<file path="config.mk">
export PLATFORM = sky130hd
export DESIGN_NAME = cmem_arb
export DESIGN_NICKNAME = d
export VERILOG_FILES = /design/src/rtl/cmem_arb.sv
export SDC_FILE = /design/constraint.sdc
export NUM_CORES = 1
export LEC_CHECK = 0
export BUFFER_PORTS_ARGS = -buffer_cell sky130_fd_sc_hd__buf_4
export CORE_AREA = 4 4 531 533
export DETAILED_ROUTE_END_ITERATION = 6
export DIE_AREA = 0 0 535 537
export SYNTH_ARGS = -nofsm -noshare
export SYNTH_HDL_FRONTEND = slang
export SYNTH_SLANG_ARGS = --single-unit
</file>
<file path="constraint.sdc">
create_clock -name clk -period 3.1 [get_ports clk]
set_input_delay 0.465 -clock clk [delete_from_list [all_inputs] [get_ports clk]]
set_output_delay 0.465 -clock clk [all_outputs]
set_load 0.02 [all_outputs]
</file>
<file path="src/rtl/cmem_arb.sv">
// cmem_arb: round-robin line-fill arbiter onto one external read port, plus
// write-invalidate broadcast with taint re-fetch (built only with CMEM_ARB_INV_EN).
module cmem_arb #(
  parameter int N_REQ   = 2,
  parameter int BLK_LEN = 58,
  parameter int LINE    = 512
) (
  input  logic                     clk,
  input  logic                     rst,
  input  logic [N_REQ*BLK_LEN-1:0] r_addr,
  input  logic [N_REQ-1:0]         r_rd,
  output logic [LINE-1:0]          r_rdata,
  output logic [N_REQ-1:0]         r_dv,
  output logic [BLK_LEN-1:0]       m_addr,
  output logic                     m_rd,
  input  logic [LINE-1:0]          m_rdata,
  input  logic                     m_dv,
  input  logic [N_REQ*BLK_LEN-1:0] w_addr,
  input  logic [N_REQ-1:0]         w_wr,
  output logic [N_REQ-1:0]         w_stall,
  output logic [BLK_LEN-1:0]       inv_addr,
  output logic [N_REQ-1:0]         inv,
  output logic [N_REQ-1:0]         grant
);
  localparam int IW = (N_REQ > 1) ? $clog2(N_REQ) : 1;

  typedef enum logic [1:0] {IDLE, FETCH, RESP, GAP} state_t;

  function automatic logic [IW-1:0] rr_pick(input logic [N_REQ-1:0] req,
                                            input logic [IW-1:0] start);
    int j;
    logic found;
    rr_pick = '0;
    found = 1'b0;
    for (int k = 0; k < N_REQ; k++) begin
      j = int'(start) + k;
      if (j >= N_REQ) j = j - N_REQ;
      if (!found && req[j]) begin
        found = 1'b1;
        rr_pick = IW'(j);
      end
    end
  endfunction

  function automatic logic [IW-1:0] inc(input logic [IW-1:0] x);
    return (x == IW'(N_REQ - 1)) ? '0 : x + IW'(1);
  endfunction

  state_t             state, state_nx;
  logic [IW-1:0]      g, ptr, pick;
  logic [BLK_LEN-1:0] a;
  logic               refetch, refetch_nx;
  logic               taint_hit;

  assign pick   = rr_pick(r_rd, ptr);
  assign m_addr = a;

  always_comb begin
    state_nx   = state;
    refetch_nx = refetch;
    m_rd       = 1'b0;
    grant      = '0;
    r_dv       = '0;
    case (state)
      IDLE: if (|r_rd) state_nx = FETCH;
      FETCH: begin
        m_rd     = 1'b1;
        grant[g] = 1'b1;
        if (m_dv) begin
          // A tainted line is discarded and fetched again after one idle cycle.
          if (taint_hit) begin
            state_nx   = GAP;
            refetch_nx = 1'b1;
          end else begin
            state_nx = RESP;
          end
        end
      end
      RESP: begin
        r_dv[g]  = 1'b1;
        grant[g] = 1'b1;
        state_nx = GAP;
      end
      default: begin
        state_nx   = refetch ? FETCH : IDLE;
        refetch_nx = 1'b0;
      end
    endcase
  end

  always_ff @(posedge clk) begin
    if (rst) begin
      state   <= IDLE;
      g       <= '0;
      a       <= '0;
      ptr     <= '0;
      refetch <= 1'b0;
      r_rdata <= '0;
    end else begin
      state   <= state_nx;
      refetch <= refetch_nx;
      if (state == IDLE && |r_rd) begin
        g <= pick;
        a <= r_addr[pick*BLK_LEN +: BLK_LEN];
      end
      if (state == FETCH && m_dv) r_rdata <= m_rdata;
      if (state == RESP) ptr <= inc(g);
    end
  end

`ifdef CMEM_ARB_INV_EN
  logic [N_REQ-1:0]   sv, sv_nx, drain, drain_nx, load;
  logic [BLK_LEN-1:0] sa [N_REQ];
  logic [IW-1:0]      iptr, iptr_nx, di;
  logic               taint, hit;

  always_comb begin
    di       = rr_pick(sv, iptr);
    drain    = '0;
    inv      = '0;
    inv_addr = '0;
    if (|sv) begin
      drain[di] = 1'b1;
      inv       = ~drain;
      inv_addr  = sa[di];
    end
    load     = w_wr & (~sv | drain);
    sv_nx    = (sv & ~drain) | load;
    iptr_nx  = (|sv) ? inc(di) : iptr;
    // Stall is registered, so look ahead at which slot drains next cycle.
    drain_nx = '0;
    if (|sv_nx) drain_nx[rr_pick(sv_nx, iptr_nx)] = 1'b1;
    hit = (state == FETCH) && (|sv) && (inv_addr == a) && inv[g];
  end

  assign taint_hit = taint | hit;

  always_ff @(posedge clk) begin
    if (rst) begin
      sv      <= '0;
      iptr    <= '0;
      taint   <= 1'b0;
      w_stall <= '0;
      for (int i = 0; i < N_REQ; i++) sa[i] <= '0;
    end else begin
      sv      <= sv_nx;
      iptr    <= iptr_nx;
      w_stall <= sv_nx & ~drain_nx;
      for (int i = 0; i < N_REQ; i++)
        if (load[i]) sa[i] <= w_addr[i*BLK_LEN +: BLK_LEN];
      if (state == FETCH) taint <= m_dv ? 1'b0 : taint_hit;
    end
  end
`else
  logic unused_w;
  assign unused_w  = ^{w_addr, w_wr};
  assign taint_hit = 1'b0;
  assign inv       = '0;
  assign inv_addr  = '0;
  assign w_stall   = '0;
`endif

endmodule

</file>
==> impl_metrics.yaml, run 1 <==
worst_setup_path:
  crit_family: "buffers and inverters"
  cpPeakStageDelay_ns: 0.59
  critPathBufInv: 3
  arrival_ns: 3.31
  cp.required_ns: 3.78
  endpoint_kind: "flip-flop"
  critical_path_class: "reg2reg"
  crit_fanout: 67
  slowest_stage: "dlygate4sd3_1"
  start_kind: "flip-flop"
  path_cells: "inv_1, ha_1, o21a_4, buf_12, nor2_1, a311oi_1, dlygate4sd3_1"
power_and_ir_drop:
  leakagePower_nw: 17.2
  p_comb_frac: 0.362
  p_seq_frac: 0.321
  internal-power_w: 0.0181
  switchingPower_w: 0.0114
  power_density_nw_per_um2: 681
  vdd_drop_max_uv: 446
  clkPwrFrac: 0.316
  swShare: 0.386
logic_synthesis:
  postSynthCellCount: 2650
  synth_seq_cells: 574
  synth.area.top_cells: "dfxtp_1 (55%), nand2_1 (18%), a21oi_1 (12%)"
  synth-seq-area-share: 0.545
  ys_types: 28
  synth_edf_count: 0
  yosysWarnings: 0
  synthArstFlopShare: 0
  syn_area_um2: 21100
  synth_top_area_frac: 0.545
  avgSynthCellArea_um2: 7.95
  ys.flop_type: "dfxtp_1"
  synth_top_area_cell: "dfxtp_1"
finish:
  fill_cells: 31100
  drive_above_1_share: 0.325
  final_cell_mix: "buf_4 (1258), nand2_1 (1026), dlygate4sd3_1 (615)"
  nets: 5164
  final_common_cell: "buf_4"
  layout.area.seq_um2: 11500
  multi_input_area_um2: 8390
  synthToLayoutAreaGrowth_pct: 105
sta:
  rsz0062_at_grt: "no"
  hold_viol: 0
  drv_slew: 0
  fin_skew_ns: 0.0569
  tightest_slew_ns: 0.865
  fmax_ghz: 0.379
  finalCritPeriodShare: 0.851
  max_slew_margin: 0.423
  tns_ns: 0
  period_needed_ns: 2.64
  setup_viol: 0
  holdWs_ns: 0.0831
route:
  drt_iter0_markers: 1568
  via_per_inst: 3.17
  wl_um: 181000
  via_count: 26000
  wl_per_cell_um: 22.0
  first_pass_iters: 5
  drc: 0
  antenna_left: 0
die:
  io-pin-count: 1388
  dieWidth_um: 535
  die_y_um: 537
  start_util: 0.0762
  num_rows: 193
  fp.coreArea_um2: 276000
  fp.dieArea_um2: 287000
clock_network:
  numCtsBuffers: 79
  cts_num_sinks: 574
  clk_path_buf_depth: 4
  clkSlewWorstSetupHoldPaths_ns: 0.06
  htree_levels: 3
  post-cts-setup-buffers: 0
  clkLatencyLatePin_ns: 0.80
  cts-root-buf: "clkbuf_16"
  cts_tree: "built"
global_route:
  antenna_found_initial: 85
  grt_pass1_wl_um: 229000
  grt_pass1_vias: 26000
  grt_use_total: 0.118
  grt_max_degree: 133
  overflow: 0
placement:
  place_congestion: 0.913
  place.port_buffers: 1207
  hpwlAfterDp_um: 149000
run_status:
  status: "finished clean"
worst_hold_path:
  hold_path.class: "in2reg"
flow_run:
  max-cap-violations: 0
## repair_timing
item | CTS | global route
hold endpoints to repair | 566 | 0
gates resized for setup | 0 | 0
endpoints found under the setup margin | 0 | 0
hold buffers | 615 | 0
## synthesized netlist by cell type, types with 5 or more instances
cell / n
a21oi_1: 513
a311oi_2: 40
buf_1: 18
nand2_1: 1027
buf_4: 67
nand3_1: 58
nor2_1: 61
buf_6: 5
dfxtp_1: 574
clkbuf_1: 113
buf_2: 75
o21ai_0: 40
o21ai_1: 19
a311oi_1: 18
## state kept, by name, indices dropped and copies added, names as in the netlist
name,flops
g,1
state,2
r_rdata,512
ptr,1
m_addr,58
## final timing paths
| kind | depth (start not counted) | from | end | slack [ns] |
|---|---|---|---|---|
| hold / removal | 3 | m_rdata[208] | r_rdata[208] | 0.08 |
| setup / recovery | 7 | state[0] | m_addr[12] | 0.46 |
| setup reg to reg | 7 | state[0] | m_addr[12] | 0.46 |
| hold reg to reg | 2 | r_rdata[224] | r_rdata[224] | 0.45 |
## cell type report
class / instances / share of cell area
Tap cell: 3705 / 0.107
Antenna cell: 42 / 0.00243
Inverter: 4 / 0.000347
Clock inverter: 27 / 0.00616
Clock buffer: 114 / 0.0531
Multi-Input combinational cell: 1855 / 0.194
Timing Repair Buffer: 1896 / 0.371
Sequential cell: 574 / 0.266
## worst min-delay path, delay by kind of cell
kind | cells | cell delay, ns
AND/OR/NAND/NOR | 1 | 0.13
AO/OA/AOI/OAI | 1 | 0.15
buffers and inverters | 1 | 0.08
## metrics by stage
step	setup slack, ns	total power, W	instances	cell area (um2)	utilization
4_1_cts	0.563	0.0300	8175	43100	0.156
6_report	0.463	0.0295	8217	43300	0.156
5_1_grt	0.282	0.0311	8202	43200	0.156
2_1_floorplan	1.53	0.0140	2711	21300	-
3_3_place_gp	0.881	0.0194	7419	34400	0.125
3_5_place_dp	0.858	0.0194	7419	34400	0.125
## cell families after synthesis
group	Yosys count	share of synthesized area
and+or+nand+nor	1156	0.211
AOI/OAI and AO/OA	633	0.173
DFF	574	0.545
buffers and inverters	282	0.0684
adders and majority gates	3	0.00178
muxes	1	0.000475
other	1	0.000178
## layer usage
layer,vias to the layer above,GRT usage,part of all wire,wire length [um]
met4,4,0.0465,0.042,7640
li1,12100,-,-,-
met5,-,0,0.00019,34
met2,1487,0.177,0.42,75100
met1,12000,0.121,0.35,63700
met3,351,0.0962,0.19,34000
## power by group through the flow
stage / registers (W) / logic (W) / clock network (W)
3_3_place_gp: 0.00952 / 0.00984 / 0
2_1_floorplan: 0.0109 / 0.00305 / 0
5_1_grt: 0.00960 / 0.0116 / 0.00993
6_report: 0.00946 / 0.0107 / 0.00932
4_1_cts: 0.00943 / 0.0108 / 0.00971
3_5_place_dp: 0.00957 / 0.00983 / 0
Note: power is estimated with default switching activity, not from simulation.
==> inputs of run 2 (changes only) <==
--- a/config.mk
+++ b/config.mk
@@ -5,7 +5,7 @@
 export SDC_FILE = /design/constraint.sdc
 export NUM_CORES = 1
 export LEC_CHECK = 0
-export BUFFER_PORTS_ARGS = -buffer_cell sky130_fd_sc_hd__buf_4
+export BUFFER_PORTS_ARGS = -buffer_cell sky130_fd_sc_hd__buf_2
 export CORE_AREA = 4 4 531 533
 export DETAILED_ROUTE_END_ITERATION = 6
 export DIE_AREA = 0 0 535 537
==> run 2 against run 1 <==
Hold slack improved by 0.0049 ns. Largest cell class unchanged. Critical endpoint is now r_rdata[95]. Non-clock buffer count rose by 29. Sequential power fell by 1%.
==> impl_metrics.yaml, run 2 (same netlist as run 1, synthesis figures left out) <==
run_status:
  status: "finished clean"
clock_network:
  cts_num_sinks: 574
  cts-root-buf: "clkbuf_16"
  clkLatencyLatePin_ns: 0.78
  cts_resized: 0
  htree_levels: 3
  clkSlewWorstSetupHoldPaths_ns: 0.05
  clk_path_buf_depth: 4
  numCtsBuffers: 81
  cts_tree: "built"
worst_setup_path:
  crit_top_cell: "buf_12"
  crit_family: "buffers and inverters"
  cp.depth: 8
  endpoint_kind: "flip-flop"
  path_cells: "inv_1, ha_1, and2_4, buf_12, buf_12, nand2_1, a21oi_1, dlygate4sd3_1"
  critical_path_class: "reg2reg"
  r2r-start: "state[1]"
  cp.required_ns: 3.82
  start_kind: "flip-flop"
  startpoint: "state[1]"
  crit_fanout: 81
  ff2ff_path_depth: 8
  slowest_stage: "dlygate4sd3_1"
  arrival_ns: 3.39
  critPathBufInv: 4
  cpPeakStageDelay_ns: 0.55
finish:
  largest-register: "r_rdata"
  final_common_cell: "buf_2"
  largest_reg_flops: 512
  finish.utilization: 0.147
  drive_above_1_share: 0.323
  nets: 5195
  synthToLayoutAreaGrowth_pct: 92.7
  final_cell_mix: "buf_2 (1206), nand2_1 (1026), dlygate4sd3_1 (637)"
sta:
  finalCritPeriodShare: 0.862
  setup_viol: 0
  drv_slew: 0
  hold_viol: 0
  max_slew_margin: 0.364
  tightest_slew_ns: 0.955
  rsz0062_at_grt: "no"
  timing.final.ws_setup_ns: 0.427
  fmax_ghz: 0.374
  tns_ns: 0
  period_needed_ns: 2.67
  fin_skew_ns: 0.0422
  holdWs_ns: 0.0879
power_and_ir_drop:
  vdd_drop_max_uv: 460
  switchingPower_w: 0.0111
  clkPwrFrac: 0.328
  p_comb_frac: 0.345
  power_density_nw_per_um2: 701
  internal-power_w: 0.0174
  p_seq_frac: 0.328
  swShare: 0.390
  leakagePower_nw: 16.9
die:
  fp.dieArea_um2: 287000
  num_rows: 193
  fp.coreArea_um2: 276000
  io-pin-count: 1388
  start_util: 0.0762
  dieWidth_um: 535
  die_y_um: 537
worst_hold_path:
  holdPathStages: 3
  hold_path.class: "in2reg"
  hold_start: "m_rdata[424]"
route:
  wl_um: 177000
  via_count: 26000
  antenna_left: 0
  first_pass_iters: 5
  wl_per_cell_um: 21.5
  via_per_inst: 3.15
  drt_iter0_markers: 1419
  drc: 0
global_route:
  grt_use_total: 0.117
  overflow: 0
  antenna_found_initial: 81
  grt_pass1_wl_um: 226000
  grt_pass1_vias: 25800
  grt_max_degree: 162
placement:
  hpwlAfterDp_um: 147000
  place.port_buffers: 1207
  place_congestion: 0.910
  dp_slack_ns: 0.801
flow_run:
  max-cap-violations: 0
## run 2: cell types whose count changed in the layout (fill, tap and decap cells not counted), sizes merged, moves of 2 or more
| cell | before | now |
|---|---|---|
| diode | 42 | 51 |
| buf | 1281 | 1288 |
| clkinvlp | 2 | 4 |
| bufinv | 3 | 5 |
| dlygate4sd3 | 615 | 637 |
| inv | 16 | 9 |
## run 2: layer usage
metal	part of all wire	track usage	wire length, um
met3	0.20	0.0960	35200
met5	0.00012	0	21
met2	0.41	0.172	72900
met4	0.048	0.0547	8560
met1	0.34	0.117	60700
## run 2: power by group through the flow
stage / logic [W] / clock network (W) / registers, W
6_report: 0.00981 / 0.00933 / 0.00933
5_1_grt: 0.0107 / 0.00992 / 0.00946
4_1_cts: 0.00997 / 0.00970 / 0.00931
3_5_place_dp: 0.00897 / 0 / 0.00944
3_3_place_gp: 0.00898 / 0 / 0.00940
2_1_floorplan: 0.00305 / 0 / 0.0109
## run 2: path summary, 6_finish.rpt
path / endpoint / slack (ns)
worst max-delay path: r_rdata[95] / 0.43
worst max register to register: r_rdata[95] / 0.43
worst min-delay path: r_rdata[424] / 0.09
worst min register to register: r_rdata[8] / 0.45
## run 2: through the flow
stage	power [W]	cell area, um2	std cells
final	0.0285	40600	8251
after global routing	0.0301	40600	8238
after CTS	0.0290	40500	8200
after detailed placement	0.0184	31500	7426
after global placement	0.0184	31500	7426
after floorplan	0.0140	21300	2711
## run 2: repair_timing
| item | CTS | global route |
|---|---|---|
| endpoints found under the setup margin | 0 | 0 |
| hold buffers | 637 | 0 |
| endpoints found under the hold margin | 563 | 0 |
| buffers inserted | 0 | 0 |
## run 2: worst min-delay path, cell delays in order
cell and delay, ns:
buf_2 0.11, nand2_1 0.12, a21oi_1 0.08
## run 2: cell type report
type | instances | area, um2
Inverter | 4 | 15.0
Multi-Input combinational cell | 1855 | 8390
Clock buffer | 113 | 2280
Sequential cell | 574 | 11500
Tap cell | 3705 | 4640
Fill cell | 31300 | 236000
Antenna cell | 51 | 128
Timing Repair Buffer | 1925 | 13300
Clock inverter | 24 | 339
==> inputs of run 3 (changes only) <==
--- a/config.mk
+++ b/config.mk
@@ -9,6 +9,7 @@
 export CORE_AREA = 4 4 531 533
 export DETAILED_ROUTE_END_ITERATION = 6
 export DIE_AREA = 0 0 535 537
+export PLACE_DENSITY = 0.3
 export SYNTH_ARGS = -nofsm -noshare
 export SYNTH_HDL_FRONTEND = slang
 export SYNTH_SLANG_ARGS = --single-unit
==> run 3 against run 2 <==
Power fell by 0.77%. Count of clock-buffer cells in the layout rose by 7. Register-to-register slack improved by 0.27 ns. Combinational power fell by 9.6%. Sequential power barely moved. Die area did not move. Critical path depth fell by 4. Final cell count fell by 1.1%. Clock skew rose by 0.0028 ns. Wire length fell by 18%. Core utilization fell by 0.20 points. First-iteration DRC count fell by 33%.
==> impl_metrics.yaml, run 3 (same netlist as run 1, synthesis figures left out) <==
route:
  wl_met2_um: 64200
  wl_met3_um: 20000
  drt_iter0_markers: 946
  drc: 0
  via_count: 24900
  wl_per_cell_um: 17.9
  routed.top_layer: "met5"
  antenna_left: 0
  met1Wirelength_um: 57400
  wl_um: 146000
  first_pass_iters: 7
  via_per_inst: 3.06
sta:
  tightest_slew_ns: 0.796
  period_needed_ns: 2.45
  max_slew_margin: 0.469
  rsz0062_at_grt: "no"
  fmax_ghz: 0.409
  fin_skew_ns: 0.0450
  tns_ns: 0
  setup_viol: 0
  finalCritPeriodShare: 0.789
  hold_viol: 0
  drv_slew: 0
worst_setup_path:
  cpPeakStageDelay_ns: 0.32
  endpoint_kind: "output pin"
  cp.required_ns: 2.63
  critical_path_class: "reg2out"
  start_kind: "flip-flop"
  critPathBufInv: 2
  crit_family: "buffers and inverters"
  arrival_ns: 1.98
  crit_fanout: 4
  path_cells: "inv_1, ha_1, nor2b_1, buf_2"
  slowest_stage: "dfxtp_1"
global_route:
  grt_use_total: 0.0962
  grt_pass1_vias: 25600
  antenna_found_initial: 58
  overflow: 0
  grt_pass1_wl_um: 199000
  grt_max_degree: 117
die:
  io-pin-count: 1388
  num_rows: 193
  die_y_um: 537
  start_util: 0.0762
  fp.dieArea_um2: 287000
  dieWidth_um: 535
  fp.coreArea_um2: 276000
clock_network:
  clkLatencyLatePin_ns: 0.78
  cts_resized: 0
  clk_path_buf_depth: 4
  htree_levels: 3
  post-cts-setup-buffers: 0
  numCtsBuffers: 85
  cts_tree: "built"
  cts_num_sinks: 574
  cts-root-buf: "clkbuf_16"
  clkSlewWorstSetupHoldPaths_ns: 0.06
finish:
  largest-register: "r_rdata"
  largest_reg_flops: 512
  fill_cells: 31900
  final_common_cell: "buf_2"
  layout.area.seq_um2: 11500
  drive_above_1_share: 0.327
  synthToLayoutAreaGrowth_pct: 90.0
  nets: 5135
  multi_input_area_um2: 8390
  final_cell_mix: "buf_2 (1206), nand2_1 (1026), dlygate4sd3_1 (582)"
  fin_area_um2: 40000
power_and_ir_drop:
  leakagePower_nw: 16.6
  vdd_drop_max_uv: 375
  power_w: 0.0283
  power_density_nw_per_um2: 706
flow_run:
  max-cap-violations: 0
worst_hold_path:
  hold_path.class: "in2reg"
placement:
  dpl-instance-area_um2: 31400
  place_congestion: 0.911
  place.port_buffers: 1207
  hpwlAfterDp_um: 116000
run_status:
  status: "finished clean"
-- run 3: changes by cell type in the layout (fill, tap and decap cells not counted), sizes merged --
cell and change:
buf -9, bufinv +2, clkbuf +7, clkinv +3, clkinvlp +1, diode -32, dlygate4sd3 -55, inv -4
-- run 3: final timing paths --
kind | cells after the start | startpoint | slack (ns) | endpoint
worst max register to register | 5 | ptr | 0.70 | m_addr[17]
worst min-delay path | 3 | m_rdata[32] | 0.07 | r_rdata[32]
worst max-delay path | 4 | state[0] | 0.65 | r_dv[0]
worst min register to register | 2 | r_rdata[469] | 0.45 | r_rdata[469]
-- run 3: cell type report --
| class | count | share of cell area |
|---|---|---|
| timing repair buffer | 1861 | 0.316 |
| clock inverter | 26 | 0.00897 |
| multi-input combinational | 1855 | 0.209 |
| inverter | 4 | 0.000375 |
| clock buffer | 120 | 0.0609 |
| antenna | 19 | 0.00119 |
| tap | 3705 | 0.116 |
| sequential | 574 | 0.287 |
-- run 3: layer usage --
layer | up-vias | global-route usage
met4 | 26 | 0.0296
met2 | 1131 | 0.152
met1 | 11500 | 0.109
met3 | 218 | 0.0555
li1 | 12100 | -
met5 | - | 0
-- run 3: where the power goes --
group          switching [W]  internal [W]
clock                0.00399       0.00605
sequential          0.000697       0.00865
combinational        0.00583       0.00304
total                 0.0105        0.0177
-- run 3: tightest hold or removal path: stages --
cell	delay, ns
buf_2	0.12
nand2_1	0.09
a21oi_1	0.06
-- run 3: timing repair --
item | CTS | global route
hold buffers | 582 | 0
endpoints found under the setup margin | 0 | 0
endpoints found under the hold margin | 542 | 0
-- run 3: through the flow --
stage,utilization,hold slack (ns),worst slack (ns),cells
floorplan,-,0.451,1.53,2711
global placement,0.113,0.441,0.837,7417
detailed placement,0.113,0.444,0.803,7417
CTS,0.145,0.000373,0.431,8145
global route,0.145,0.0150,0.433,8152
finish,0.145,0.0750,0.654,8164
